<file path="src/rtl/if_predecode.sv">
// ---------------------------------------------------------------------------
// if_predecode
//
// Fetch-stage predecoder between the instruction fetch buffer and the return
// address stack. Each fetched MIPS32 word is predecoded to produce RAS
// push/pop requests (push address = PC+8). Once the delay slot of a predicted
// jump (J, JAL, JR $31) has been accepted, a predicted-PC redirect is issued:
// direct jumps redirect to their computed target; JR $31 waits for the RAS to
// present the popped address and then redirects with pred_use_ras_o set.
// Accepted words pass downstream through a 1-entry valid/ready register.
//
// Parameters
//   RAS_LAT          cycles from a ras_pop_o pulse until the RAS output is valid
//
// Ports
//   clk              clock, rising edge
//   rst              asynchronous reset, active low
//   flush_i          synchronous pipeline flush, highest priority
//   inst_valid_i     fetched word valid
//   inst_ready_o     predecoder can accept
//   inst_pc_i        PC of fetched word
//   inst_i           fetched word
//   out_valid_o      downstream entry valid
//   out_ready_i      downstream accepts
//   out_pc_o         registered PC
//   out_inst_o       registered instruction
//   out_ds_o         entry is the delay slot of a predicted jump
//   ras_push_o       1-cycle push request to the RAS
//   ras_pop_o        1-cycle pop request to the RAS
//   ras_push_addr_o  return address to push (PC+8)
//   pred_redirect_o  1-cycle request to refetch from the predicted target
//   pred_use_ras_o   with redirect: target is the RAS output
//   pred_target_o    direct jump target (0 when no redirect)
// ---------------------------------------------------------------------------
module if_predecode #(
  parameter int unsigned RAS_LAT = 2
) (
  input  logic        clk,
  input  logic        rst,
  input  logic        flush_i,
  input  logic        inst_valid_i,
  output logic        inst_ready_o,
  input  logic [31:0] inst_pc_i,
  input  logic [31:0] inst_i,
  output logic        out_valid_o,
  input  logic        out_ready_i,
  output logic [31:0] out_pc_o,
  output logic [31:0] out_inst_o,
  output logic        out_ds_o,
  output logic        ras_push_o,
  output logic        ras_pop_o,
  output logic [31:0] ras_push_addr_o,
  output logic        pred_redirect_o,
  output logic        pred_use_ras_o,
  output logic [31:0] pred_target_o
);

  typedef enum logic [1:0] {
    IDLE     = 2'd0,
    DS_PEND  = 2'd1,
    RET_WAIT = 2'd2
  } state_t;

  localparam int unsigned          CNT_W    = $clog2(RAS_LAT + 2) + 1;
  localparam logic [CNT_W-1:0]     CNT_FIRE = CNT_W'(RAS_LAT);
  localparam logic [CNT_W-1:0]     CNT_MAX  = CNT_W'(RAS_LAT + 1);

  state_t state, state_next;

  // Instruction fields
  logic [5:0] op;
  logic [4:0] rs;
  logic [4:0] rt;
  logic [5:0] funct;

  assign op    = inst_i[31:26];
  assign rs    = inst_i[25:21];
  assign rt    = inst_i[20:16];
  assign funct = inst_i[5:0];

  logic is_special, is_j, is_jal, is_jr31, is_jalr, is_bal;
  logic do_push, do_pop, pred_jump;

  assign is_special = (op == 6'b000000);
  assign is_j       = (op == 6'b000010);
  assign is_jal     = (op == 6'b000011);
  assign is_jr31    = is_special & (funct == 6'b001000) & (rs == 5'd31);
  assign is_jalr    = is_special & (funct == 6'b001001);
  assign is_bal     = (op == 6'b000001) & (rt[4:1] == 4'b1000);

  assign do_push    = is_jal | is_jalr | is_bal;
  assign do_pop     = is_jr31 | (is_jalr & (rs == 5'd31));
  assign pred_jump  = is_j | is_jal | is_jr31;

  // High nibble of pc+4: carry into bit 28 happens only when pc[27:2] are all
  // ones, so the full 32-bit pc+4 sum is never needed.
  logic [3:0]  pc4_hi;
  logic [31:0] pc_plus8;
  logic [31:0] jump_target;

  assign pc4_hi      = inst_pc_i[31:28] + {3'b000, &inst_pc_i[27:2]};
  assign pc_plus8    = inst_pc_i + 32'd8;
  assign jump_target = {pc4_hi, inst_i[25:0], 2'b00};

  // Handshake
  logic ready;
  logic acc;
  logic dec_en;

  assign ready        = !flush_i & (!out_valid_o | out_ready_i) & (state != RET_WAIT);
  assign inst_ready_o = ready;
  assign acc          = inst_valid_i & ready;
  // Only words accepted in IDLE are decoded; a delay slot never is.
  assign dec_en       = acc & (state == IDLE);

  // Latched predicted-jump information and cycles-since-pop counter
  logic [31:0]      tgt_q;
  logic             use_ras_q;
  logic [CNT_W-1:0] cnt_q;

  // Next values for the registered redirect outputs
  logic        redirect_next;
  logic        use_ras_next;
  logic [31:0] target_next;

  // -------------------------------------------------------------------------
  // FSM state register
  // -------------------------------------------------------------------------
  always_ff @(posedge clk or negedge rst) begin
    if (!rst) begin
      state <= IDLE;
    end else begin
      state <= state_next;
    end
  end

  // -------------------------------------------------------------------------
  // FSM next state and redirect decisions
  // -------------------------------------------------------------------------
  always_comb begin
    state_next    = state;
    redirect_next = 1'b0;
    use_ras_next  = 1'b0;
    target_next   = '0;

    unique case (state)
      IDLE: begin
        if (dec_en & pred_jump) begin
          state_next = DS_PEND;
        end
      end

      DS_PEND: begin
        if (acc) begin
          if (use_ras_q) begin
            state_next = RET_WAIT;
          end else begin
            redirect_next = 1'b1;
            target_next   = tgt_q;
            state_next    = IDLE;
          end
        end
      end

      RET_WAIT: begin
        // The redirect register is high only in the cycle the return redirect
        // is presented; leave after that cycle so ready stays low through it.
        if (pred_redirect_o) begin
          state_next = IDLE;
        end else if (cnt_q >= CNT_FIRE) begin
          redirect_next = 1'b1;
          use_ras_next  = 1'b1;
        end
      end

      default: begin
        state_next = IDLE;
      end
    endcase

    if (flush_i) begin
      state_next    = IDLE;
      redirect_next = 1'b0;
      use_ras_next  = 1'b0;
      target_next   = '0;
    end
  end

  // -------------------------------------------------------------------------
  // Predicted-jump latch and cycles-since-pop counter
  // -------------------------------------------------------------------------
  always_ff @(posedge clk or negedge rst) begin
    if (!rst) begin
      tgt_q     <= '0;
      use_ras_q <= 1'b0;
      cnt_q     <= '0;
    end else if (flush_i) begin
      tgt_q     <= '0;
      use_ras_q <= 1'b0;
      cnt_q     <= '0;
    end else begin
      if (dec_en & pred_jump) begin
        tgt_q     <= jump_target;
        use_ras_q <= is_jr31;
      end
      // Counter reads 0 in the cycle the pop pulse is visible.
      if (dec_en & is_jr31) begin
        cnt_q <= '0;
      end else if (cnt_q != CNT_MAX) begin
        cnt_q <= cnt_q + CNT_W'(1);
      end
    end
  end

  // -------------------------------------------------------------------------
  // Downstream 1-entry register
  // -------------------------------------------------------------------------
  always_ff @(posedge clk or negedge rst) begin
    if (!rst) begin
      out_valid_o <= 1'b0;
      out_pc_o    <= '0;
      out_inst_o  <= '0;
      out_ds_o    <= 1'b0;
    end else if (flush_i) begin
      out_valid_o <= 1'b0;
      out_ds_o    <= 1'b0;
    end else if (acc) begin
      out_valid_o <= 1'b1;
      out_pc_o    <= inst_pc_i;
      out_inst_o  <= inst_i;
      out_ds_o    <= (state == DS_PEND);
    end else if (out_ready_i) begin
      out_valid_o <= 1'b0;
      out_ds_o    <= 1'b0;
    end
  end

  // -------------------------------------------------------------------------
  // RAS requests: one pulse per decoded instruction, the cycle after accept
  // -------------------------------------------------------------------------
  always_ff @(posedge clk or negedge rst) begin
    if (!rst) begin
      ras_push_o      <= 1'b0;
      ras_pop_o       <= 1'b0;
      ras_push_addr_o <= '0;
    end else if (flush_i) begin
      ras_push_o      <= 1'b0;
      ras_pop_o       <= 1'b0;
      ras_push_addr_o <= '0;
    end else begin
      ras_push_o      <= dec_en & do_push;
      ras_pop_o       <= dec_en & do_pop;
      ras_push_addr_o <= (dec_en & do_push) ? pc_plus8 : '0;
    end
  end

  // -------------------------------------------------------------------------
  // Redirect outputs (zero outside the redirect cycle)
  // -------------------------------------------------------------------------
  always_ff @(posedge clk or negedge rst) begin
    if (!rst) begin
      pred_redirect_o <= 1'b0;
      pred_use_ras_o  <= 1'b0;
      pred_target_o   <= '0;
    end else begin
      pred_redirect_o <= redirect_next;
      pred_use_ras_o  <= use_ras_next;
      pred_target_o   <= target_next;
    end
  end

endmodule

</file>
<file path="config.mk">
export PLATFORM = sky130hd
export DESIGN_NAME = if_predecode
export DESIGN_NICKNAME = d
export VERILOG_FILES = /design/src/rtl/if_predecode.sv
export SDC_FILE = /design/constraint.sdc
export NUM_CORES = 1
export LEC_CHECK = 0
export BUFFER_PORTS_ARGS = -buffer_cell sky130_fd_sc_hd__buf_2
export CAP_MARGIN = 30
export CELL_PAD_IN_SITES_DETAIL_PLACEMENT = 0
export CELL_PAD_IN_SITES_GLOBAL_PLACEMENT = 1
export CORE_ASPECT_RATIO = 0.75
export CORE_MARGIN = 3
export CORE_UTILIZATION = 40
export CTS_BUF_LIST = sky130_fd_sc_hd__clkbuf_4 sky130_fd_sc_hd__clkbuf_8
export DETAILED_ROUTE_END_ITERATION = 16
export PLACE_DENSITY_LB_ADDON = 0.1
export SKIP_LAST_GASP = 1
export SYNTH_ARGS = -nofsm -noshare
export SYNTH_HDL_FRONTEND = slang
export SYNTH_SLANG_ARGS = --single-unit
</file>
<file path="constraint.sdc">
create_clock -name clk -period 3.7 [get_ports clk]
set_input_delay 0.185 -clock clk [delete_from_list [all_inputs] [get_ports clk]]
set_output_delay 0.185 -clock clk [all_outputs]
set_load 0.005 [all_outputs]
</file>
==> flow_summary.json <==
{
  "synth_cell_types": 48,
  "reg2reg_depth": 8,
  "post_cts_resized": 0,
  "die_x_um": 160,
  "tightest_slew_ns": 0.927,
  "status": "finished clean",
  "antenna_cells": 0,
  "cts.path.max_buffers": 2,
  "fp.dieH_um": 122,
  "ys_ff_latch": 168,
  "tns_ns": 0,
  "synth_area_sq_um": 7120,
  "switchingPower_uw": 987,
  "async_reset_ff_share_pct": 100,
  "gp_congestion": 0.785,
  "die_area_sq_um": 19400,
  "drtIter0Drc": 235,
  "io_pins": 204,
  "track_usage_pct": 18.8,
  "std_cell_rows": 41,
  "synthFlopType": "dfrtp_1",
  "ctsRootBufferMaster": "clkbuf_8",
  "io_buffers": 201,
  "swShare_pct": 24.1,
  "drtAntennaViolNets": 0,
  "holdWs_ns": 0.0277,
  "layout_commonest_cell": "buf_2",
  "crit_slowest_cell": "buf_4",
  "combPwrFrac_pct": 12.8,
  "area_delta_synth_final_pct": 28.3,
  "endpoint_kind": "register",
  "critPathLaunchType": "register",
  "dr.pass1.iters": 5,
  "finalHoldViolCount": 0,
  "cellLeakagePower_nw": 4.39,
  "critPathArrivalTime_ns": 3.03,
  "rsz0062_at_grt": "no",
  "power_density_nw_per_um2": 448,
  "grt_max_degree": 98,
  "max_freq_mhz": 377,
  "min_from": "inst_i[1]",
  "cts_setup_buffers": 0,
  "final_core_util_pct": 53.3,
  "antenna_found_initial": 0,
  "clkTransAtPathRegs_ns": 0.08,
  "maxCapViolCount": 0,
  "clock_skew_ns": 0.00968,
  "numCtsBuffers": 17,
  "max_stage_delay_ns": 0.51,
  "final_layout_size_suffix_gt1_share_pct": 43.8,
  "holdPathEnd": "out_inst_o[1]",
  "synth_edf_count": 0,
  "vdd.ir_drop.worst_mv": 0.243,
  "critPathTopFamily": "simple AND/OR/NAND/NOR gates",
  "syn_inst": 572,
  "hold_path.class": "in2reg",
  "totalWireLength_mm": 18.0,
  "p_int_mw": 3.10,
  "clock_latency_ns": 0.45,
  "ys_warn_count": 0,
  "setup_viol": 0,
  "cts_tree": "done",
  "rr_startpoint": "state[0]",
  "p_clk_share_pct": 37.3,
  "initial_core_util_pct": 41.5,
  "final_cell_mix": "buf_2, dfrtp_1, mux2_2, nor2_1, nand3_1",
  "drv_slew": 0,
  "path_buf_inv": 3,
  "cts_sinks": 168,
  "grt_pass1_vias": 5193,
  "drt-vias-per-instance": 4.97,
  "power_frac_seq_pct": 49.9,
  "dr_total_vias": 5216,
  "drc": 0,
  "r2r_end": "pred_target_o[19]",
  "critPathKind": "reg2reg",
  "final.min_clock_period_ns": 2.65,
  "h-tree-depth": 4,
  "required_ns": 4.08,
  "crit_fanout": 37,
  "r2r_slack_ns": 1.05,
  "crit_top_cell": "buf_4",
  "path_cells": "inv_1, ha_1, nand2b_1, nor3_4, buf_4, and3b_1, buf_4, and2_1",
  "dp_hpwl_mm": 12.6,
  "holdPathStages": 2,
  "core_sq_um": 17100,
  "synth-seq-area-share_pct": 59.1,
  "design_area_sq_um": 9130,
  "syn_avg_cell_area_sq_um": 12.4,
  "fin_nets": 879,
  "place_area_sq_um": 8320,
  "gr-total-overflow": 0,
  "grt_pass1_wl_mm": 28.6,
  "relSlewSlack_pct": 38.2,
  "finalCritPeriodShare_pct": 71.7,
  "routedWlPerCell_um": 17.1
}
[flip-flops by register name (all words and copies together), names as in the netlist, 2 cells and up]
name,count
tgt_q,30
ras_push_addr_o,32
out_pc_o,32
cnt_q,3
pred_target_o,30
state,2
out_inst_o,32
[cell usage after synthesis, drive strengths merged, types with 2 or more instances]
library cell,count,share of area [%]
a21oi,30,3.5
xnor2,11,1.4
nand2b,4,0.35
inv,10,0.53
dfrtp,168,59
nor3,11,0.93
nor3b,2,0.21
nand4,11,1.1
buf,21,2.0
o21ai,29,2.8
nor4,5,0.95
ha,9,1.6
and4,6,0.74
mux2,64,10
clkbuf,14,0.74
nand2,12,0.63
nor2b,5,0.44
a311oi,2,0.25
a31oi,2,0.18
a211oi,2,0.21
and2,32,2.8
and3,4,0.35
nand3,42,3.0
nor2,45,2.4
xor2,19,2.3
[how the worst max path moves through the flow]
stage / from / end / slack [ns] / depth (start not counted)
final: state[0] / pred_target_o[19] / 1.05 / 8
after global routing: state[0] / pred_target_o[9] / 0.77 / 8
after CTS: state[0] / pred_target_o[19] / 0.97 / 8
after detailed placement: state[0] / pred_target_o[17] / 1.02 / 8
after global placement: state[0] / ras_push_addr_o[7] / 1.06 / 8
after floorplan: state[0] / out_inst_o[26] / 1.77 / 7
[stage by stage]
step	instances	total power [mW]	worst slack, ns
finish	1049	4.09	1.05
global route	1049	4.28	0.766
CTS	1049	4.15	0.970
detailed placement	984	2.58	1.02
global placement	983	2.56	1.06
floorplan	573	2.29	1.77
[routing by layer]
layer  part of all wire (%)  vias to the layer above  GRT usage (%)
met5                      0                        -              0
met4                    1.7                        0           5.69
met3                    5.6                       19           4.84
met2                     46                      160           29.0
met1                     46                     2611           26.4
li1                       -                     2426              -
[power by group through the flow]
stage	registers (mW)	logic (mW)	clock network (mW)
2_1_floorplan	2.08	0.207	0
3_3_place_gp	2.07	0.498	0
3_5_place_dp	2.08	0.506	0
4_1_cts	2.04	0.536	1.57
5_1_grt	2.06	0.580	1.65
6_report	2.04	0.524	1.52
[worst reg2reg max path, cell delays in order, from the launching register on]
cell	delay [ns]
dfrtp_1	0.37
inv_1	0.08
ha_1	0.22
nand2b_1	0.22
nor3_4	0.30
buf_4	0.51
and3b_1	0.40
buf_4	0.30
and2_1	0.18
[cells by family after synthesis]
group                    Yosys count  share of synthesized area [%]
AND/OR/NAND/NOR                  184                           14.5
AO/OA/AOI/OAI                     70                           7.58
XOR/XNOR                          30                           3.69
adder cells (fa/ha/maj)            9                           1.58
flip-flops                       168                           59.1
buffers and inverters             45                           3.25
multiplexers                      65                           10.3
other                              1                         0.0527
[final cells by class]
cell class                      count  area (sq um)
Fill cell                        1528          8000
Timing Repair Buffer              244          1440
Clock inverter                     11           194
Multi-Input combinational cell    360          2690
Clock buffer                       20           275
Sequential cell                   168          4200
Tap cell                          236           295
Inverter                           10          37.5
[timing repair]
action | 4_1_cts | 5_1_grt
setup endpoints to repair | 0 | 0
endpoints found under the hold margin | 141 | 0
hold buffers | 34 | 0
Note: power is estimated with default switching activity, not from simulation.
